[config.mk]
export PLATFORM = sky130hd
export DESIGN_NAME = seven_seg_scan_ctrl
export DESIGN_NICKNAME = d
export VERILOG_FILES = /design/src/rtl/seg_pkg.sv /design/src/rtl/seven_seg_phase_counter.sv /design/src/rtl/seven_seg_scan_ctrl.sv
export SDC_FILE = /design/constraint.sdc
export NUM_CORES = 1
export LEC_CHECK = 0
export CAP_MARGIN = 20
export CORE_AREA = 2 2 73 82
export DETAILED_ROUTE_END_ITERATION = 8
export DIE_AREA = 0 0 75 84
export PLACE_DENSITY = 0.75
export SLEW_MARGIN = 10
export SYNTH_ARGS = -nofsm -noshare
export SYNTH_HDL_FRONTEND = slang
export SYNTH_HIERARCHICAL = 1
export SYNTH_SLANG_ARGS = --single-unit
[constraint.sdc]
create_clock -name clk -period 4.05 [get_ports clk]
set_input_delay 1.215 -clock clk [delete_from_list [all_inputs] [get_ports clk]]
set_output_delay 1.215 -clock clk [all_outputs]
set_load 0.02 [all_outputs]
[src/rtl/seg_pkg.sv]
// Shared definitions for the multiplexed seven-segment scan controller:
// blank code, scan-state encoding and the leading-zero mask helper.
package seg_pkg;

  localparam logic [3:0] BLANK_CODE = 4'hF;

  typedef enum logic {
    BLANK   = 1'b0,
    DISPLAY = 1'b1
  } scan_state_e;

  // Walks from digit n-1 down to digit 1 and marks zeros until the first
  // nonzero digit. Digit 0 is never marked, so a zero word still shows "0".
  function automatic logic [7:0] lz_mask(input logic [31:0] word, input int n);
    logic [7:0] m;
    logic       run;
    m   = '0;
    run = 1'b1;
    for (int d = 7; d >= 1; d--) begin
      if (d < n) begin
        if (run && (word[4*d +: 4] == 4'h0)) m[d] = 1'b1;
        else run = 1'b0;
      end
    end
    return m;
  endfunction

endpackage

[src/rtl/seven_seg_phase_counter.sv]
// Loadable down-counter timing one scan phase; tc flags the last cycle of
// the phase, when the count has run down to the supplied terminal value.
module seven_seg_phase_counter #(
  parameter int CW = 4
) (
  input  logic          clk,
  input  logic          rst,
  input  logic          load,
  input  logic [CW-1:0] load_val,
  input  logic [CW-1:0] term,
  output logic          tc
);

  logic [CW-1:0] count;

  always_ff @(posedge clk or posedge rst) begin
    if (rst)       count <= '0;
    else if (load) count <= load_val;
    else           count <= count - CW'(1);
  end

  assign tc = (count == term);

endmodule

[src/rtl/seven_seg_scan_ctrl.sv]
// Time-multiplexed scan controller: blanks, then lights each digit in turn,
// and double-buffers new display words so they only commit at frame ends.
module seven_seg_scan_ctrl
  import seg_pkg::*;
#(
  parameter int NUM_DIGITS   = 4,
  parameter int REFRESH_DIV  = 1000,
  parameter int BLANK_CYCLES = 16
) (
  input  logic                    clk,
  input  logic                    rst,
  input  logic                    load_valid,
  output logic                    load_ready,
  input  logic [4*NUM_DIGITS-1:0] load_data,
  input  logic                    lz_suppress,
  output logic [3:0]              bcd,
  output logic [NUM_DIGITS-1:0]   dig_en,
  output logic                    frame_done
);

  localparam int IW     = (NUM_DIGITS > 1) ? $clog2(NUM_DIGITS) : 1;
  localparam int MAXLEN = (REFRESH_DIV > BLANK_CYCLES) ? REFRESH_DIV : BLANK_CYCLES;
  localparam int CW     = ($clog2(MAXLEN) > 0) ? $clog2(MAXLEN) : 1;

  // Each phase starts at count 0 and counts down through the wrap, so the
  // reset value of the counter is already a valid phase start. The phase
  // ends when it has stepped LEN-1 times, i.e. at 0 - (LEN-1) modulo 2^CW.
  localparam logic [CW-1:0] BLANK_TERM = CW'((1 << CW) - (BLANK_CYCLES - 1));
  localparam logic [CW-1:0] DISP_TERM  = CW'((1 << CW) - (REFRESH_DIV - 1));
  localparam logic [IW-1:0] LAST_IDX   = IW'(NUM_DIGITS - 1);

  scan_state_e             state, state_n;
  logic [IW-1:0]           idx, idx_n;
  logic [NUM_DIGITS-1:0]   dig_en_n;
  logic [3:0]              bcd_n;
  logic [CW-1:0]           term;
  logic                    tc;

  logic [4*NUM_DIGITS-1:0] disp, pend_buf, commit_word;
  logic [NUM_DIGITS-1:0]   mask, mask_commit;
  logic                    pending, xfer, boundary;

  assign term = (state == BLANK) ? BLANK_TERM : DISP_TERM;

  seven_seg_phase_counter #(.CW(CW)) u_phase (
    .clk      (clk),
    .rst      (rst),
    .load     (tc),
    .load_val ({CW{1'b0}}),
    .term     (term),
    .tc       (tc)
  );

  always_comb begin
    state_n  = state;
    idx_n    = idx;
    dig_en_n = dig_en;
    bcd_n    = bcd;
    case (state)
      BLANK: begin
        if (tc) begin
          state_n  = DISPLAY;
          dig_en_n = NUM_DIGITS'(1) << idx;
          bcd_n    = mask[idx] ? BLANK_CODE : disp[4*idx +: 4];
        end
      end
      DISPLAY: begin
        if (tc) begin
          state_n  = BLANK;
          idx_n    = (idx == LAST_IDX) ? '0 : idx + IW'(1);
          dig_en_n = '0;
          bcd_n    = BLANK_CODE;
        end
      end
      default: state_n = BLANK;
    endcase
  end

  // Load port: a word transfers on any rising edge where load_valid and
  // load_ready are both high; load_ready stays low while a word is pending.
  assign load_ready  = !pending;
  assign xfer        = load_valid && load_ready;
  assign boundary    = (state == DISPLAY) && (idx == LAST_IDX) && tc;
  assign frame_done  = boundary;
  assign commit_word = xfer ? load_data : pend_buf;
  assign mask_commit = lz_suppress ? NUM_DIGITS'(lz_mask(32'(commit_word), NUM_DIGITS)) : '0;

  always_ff @(posedge clk or posedge rst) begin
    if (rst) begin
      state    <= BLANK;
      idx      <= '0;
      dig_en   <= '0;
      bcd      <= BLANK_CODE;
      disp     <= '0;
      mask     <= '0;
      pend_buf <= '0;
      pending  <= 1'b0;
    end else begin
      state  <= state_n;
      idx    <= idx_n;
      dig_en <= dig_en_n;
      bcd    <= bcd_n;
      if (boundary) begin
        // A word arriving on the boundary edge bypasses the pending buffer.
        if (xfer || pending) begin
          disp <= commit_word;
          mask <= mask_commit;
        end
        pending <= 1'b0;
      end else if (xfer) begin
        pend_buf <= load_data;
        pending  <= 1'b1;
      end
    end
  end

endmodule

==> summary.md <==
The run finished with clean final reports. Setup violations remaining at the end of the flow were counted as 0. Counting the fill cells in the layout gives 452.

The initial cell density of the core was 0.521; the final core utilization was 0.634. The die covers 6300 sq um. The kind of launch point of the worst setup path is a register.

The type of the worst setup path is register to primary output. The tools report the normalized max-slew margin as 0.378. Fraction of final layout cells with drive strength greater than 1: 0.159. Synthesis produced 260 cells. The type of the most critical hold path is register to register.

The via count of the first global-routing pass is 1964, and the total of flip-flops plus latches after synthesis is 57. For this run, design rule violations remaining after detail routing come to 0. Total number of yosys warnings: 6. The die is 84 um tall. The final layout contains routed wiring with a total length of 5.67 mm. The initialized floorplan defines 29 standard-cell rows. The total area inside the core boundary comes to 5550 sq um. The clock reaches the later pin of the worst-skew pair after 0.34 ns. The total overflow left after global routing is 0. After the last flow step, the layout net total stands at 332.

The completed layout was analyzed and its total power is 0.00130 W. Leaving out fill and tap cells, the most frequent cell in the layout is sky130_fd_sc_hd__dfrtp_1. Once detailed placement completed, the half-perimeter wirelength came to 4.01 mm.

Transition time at the pin with the least slew margin: 0.934 ns. Gates resized during post-CTS repair numbered 0. The fraction of the cycle the final worst path needs is 0.928, and the final hold violation count is 0. Dividing the detail-routed via count by the number of cells gives 5.28.

The post-route clock skew is 0.00677 ns. The most used routing layer is met2. The global placer's final weighted congestion is 0.808, and the synthesized area is 2890 sq um. For this design the top-level I/O count stands at 30. From left edge to right edge, the die measures 75 um. The setup TNS was 0 ns; the count of different cell masters after synthesis was 38. Data arrives at the worst endpoint at 2.54 ns. In this run the deepest clock path goes through 2 buffers. TritonCTS built the clock tree. The routed layout has 2033 vias. In this run, the number of DRC markers left after iteration 0 of detailed routing was 80.

Post-synthesis average cell area: 11.1 sq um. The tools report the total clock sinks as 57. The maximum fanout along the worst path came out at 10.

Across the run, the number of max-cap violations was 0. The count of buffers inserted at the top-level ports was 29; the count of nets left with antenna violations after detail routing was 0. Dividing the detail-routed wire length by the instance count gives 14.7 um. In the layout the commonest cells are sky130_fd_sc_hd__dfrtp_1, sky130_fd_sc_hd__nand2_1, sky130_fd_sc_hd__clkdlybuf4s50_1. The first TritonRoute pass finished after 4 iterations. The clock root buffer master is sky130_fd_sc_hd__clkbuf_8. The logs give 0.315 for the met2 routing resource usage after global routing and 2.83 ns for the data required time of the worst path.

For this design, the CTS-stage hold fixing added 0 buffers. Based on the critical path, the design can be clocked at up to 266 MHz. The tools report the buffers inserted during post-CTS setup optimization as 0.

The power density over the cells was 368 nW/um^2. 0 antenna diodes ended up in the layout. The final-report max-slew violation count is 0, and the leakage power of the design is 1.67 nW. The tools report the met3 routing resource usage after global routing as 0.0447.

Across the VDD grid, the largest voltage drop is 0.000284 V. Setup repair after global routing left no endpoint under its margin. Counting I/O delays and the setup requirement, the final critical path takes 3.76 ns.

The sequential cell area fraction in the yosys report came out at 0.495. In this run the number of H-tree levels came out at 3. The first global-routing pass estimated 9.50 mm of wire.

Synthesis-to-layout area growth: 21.8%. The fraction of met1 tracks used by global routing came out at 0.264. The proportion of synthesized flip-flops having asynchronous set or reset is 1.00, and the maximum number of pins on one net before global-route repair is 48.

Type of element capturing the critical path: a primary output. Yosys mapped a number of flops with a built-in enable equal to 0. For the total routing resource utilization after global routing, the log shows 0.204. The initial antenna violation count was 0. Buffers inserted during clock tree synthesis total 9. In the synthesized netlist the dominant register cell turns out to be sky130_fd_sc_hd__dfrtp_1.

The CTS clock-pin slew for the worst setup and hold paths was 0.06 ns.
-- cell usage after synthesis (4+ instances only) --
cell type | count | area [sq um]
sky130_fd_sc_hd__nor4_1 | 6 | 37.5
sky130_fd_sc_hd__nand3_1 | 6 | 30.0
sky130_fd_sc_hd__mux4_2 | 4 | 90.1
sky130_fd_sc_hd__ha_1 | 8 | 100
sky130_fd_sc_hd__inv_1 | 12 | 45.0
sky130_fd_sc_hd__clkbuf_1 | 5 | 18.8
sky130_fd_sc_hd__mux2i_1 | 17 | 170
sky130_fd_sc_hd__or3_1 | 4 | 25.0
sky130_fd_sc_hd__mux2_2 | 7 | 78.8
sky130_fd_sc_hd__xnor2_1 | 10 | 87.6
sky130_fd_sc_hd__mux2_4 | 10 | 150
sky130_fd_sc_hd__nand2_1 | 37 | 139
sky130_fd_sc_hd__nor2_1 | 8 | 30.0
sky130_fd_sc_hd__o21ai_0 | 27 | 135
sky130_fd_sc_hd__nand4_1 | 4 | 25.0
sky130_fd_sc_hd__dfrtp_1 | 53 | 1330
sky130_fd_sc_hd__dfstp_2 | 4 | 105
sky130_fd_sc_hd__o22a_1 | 5 | 43.8
-- sequential cells by signal, summed over array words and instances (netlist names) --
name	count
state	1
idx	2
u_phase/count	10
mask	3
pending	1
bcd	4
dig_en	4
disp	16
pend_buf	16
-- cells by family after synthesis --
| group | after synthesis | share of synthesized area |
|---|---|---|
| AOI/OAI and AO/OA | 45 | 0.0948 |
| DFF | 57 | 0.495 |
| and+or+nand+nor | 73 | 0.120 |
| other | 2 | 0.00260 |
| muxes | 38 | 0.169 |
| adders and majority gates | 8 | 0.0346 |
| buffers and inverters | 24 | 0.0446 |
| xor gates and xnor gates | 13 | 0.0394 |
-- per-layer routing --
layer	vias up	part of all wire
li1	984	-
met1	995	0.44
met2	40	0.50
met3	14	0.035
met4	0	0.027
met5	-	0
-- worst max-delay path, stage by stage (launching register included) --
cell                              delay [ns]
sky130_fd_sc_hd__dfrtp_1                0.44
sky130_fd_sc_hd__inv_1                  0.32
sky130_fd_sc_hd__xnor2_1                0.17
sky130_fd_sc_hd__nand4_1                0.12
sky130_fd_sc_hd__nor4_2                 0.28
sky130_fd_sc_hd__and3_4                 0.27
sky130_fd_sc_hd__clkdlybuf4s50_1        0.60
-- where the power goes --
| part | total [W] | internal (W) | switching, W |
|---|---|---|---|
| combinational | 0.0000832 | 0.0000491 | 0.0000341 |
| sequential | 0.000602 | 0.000589 | 0.0000138 |
| clock | 0.000610 | 0.000394 | 0.000216 |
| total | 0.00130 | 0.00103 | 0.000264 |
-- final timing paths --
path,start,to,slack [ns],cells after the start
worst max-delay path,state,frame_done,0.29,6
worst min-delay path,dig_en[2],dig_en[2],0.46,2
worst max register to register,state,bcd[3],1.11,10
worst min register to register,dig_en[2],dig_en[2],0.46,2
max in group asynchronous,rst,dig_en[2],2.41,3
min in group asynchronous,rst,disp[1],1.16,2
-- cell type report --
type,instances,area [sq um],area share
inverters,12,45.0,0.0128
flip-flops and latches,57,1430,0.407
repair buffers,33,333,0.0945
well taps,77,96.3,0.0274
clock buffers,13,169,0.0480
multi-input cells,191,1390,0.394
clock inverters,2,60.1,0.0171
-- metrics by stage --
| stage | cells | instance area, sq um | hold WS [ns] | setup slack (ns) |
|---|---|---|---|---|
| after CTS | 384 | 3500 | 0.470 | 0.284 |
| final | 385 | 3520 | 0.465 | 0.292 |
| after floorplan | 272 | 2940 | 0.445 | 0.743 |
| after detailed placement | 369 | 3270 | 0.457 | 0.646 |
| after global placement | 369 | 3270 | 0.454 | 0.708 |
| after global routing | 385 | 3520 | 0.488 | 0.137 |
Power figures use the tool's default switching activity.
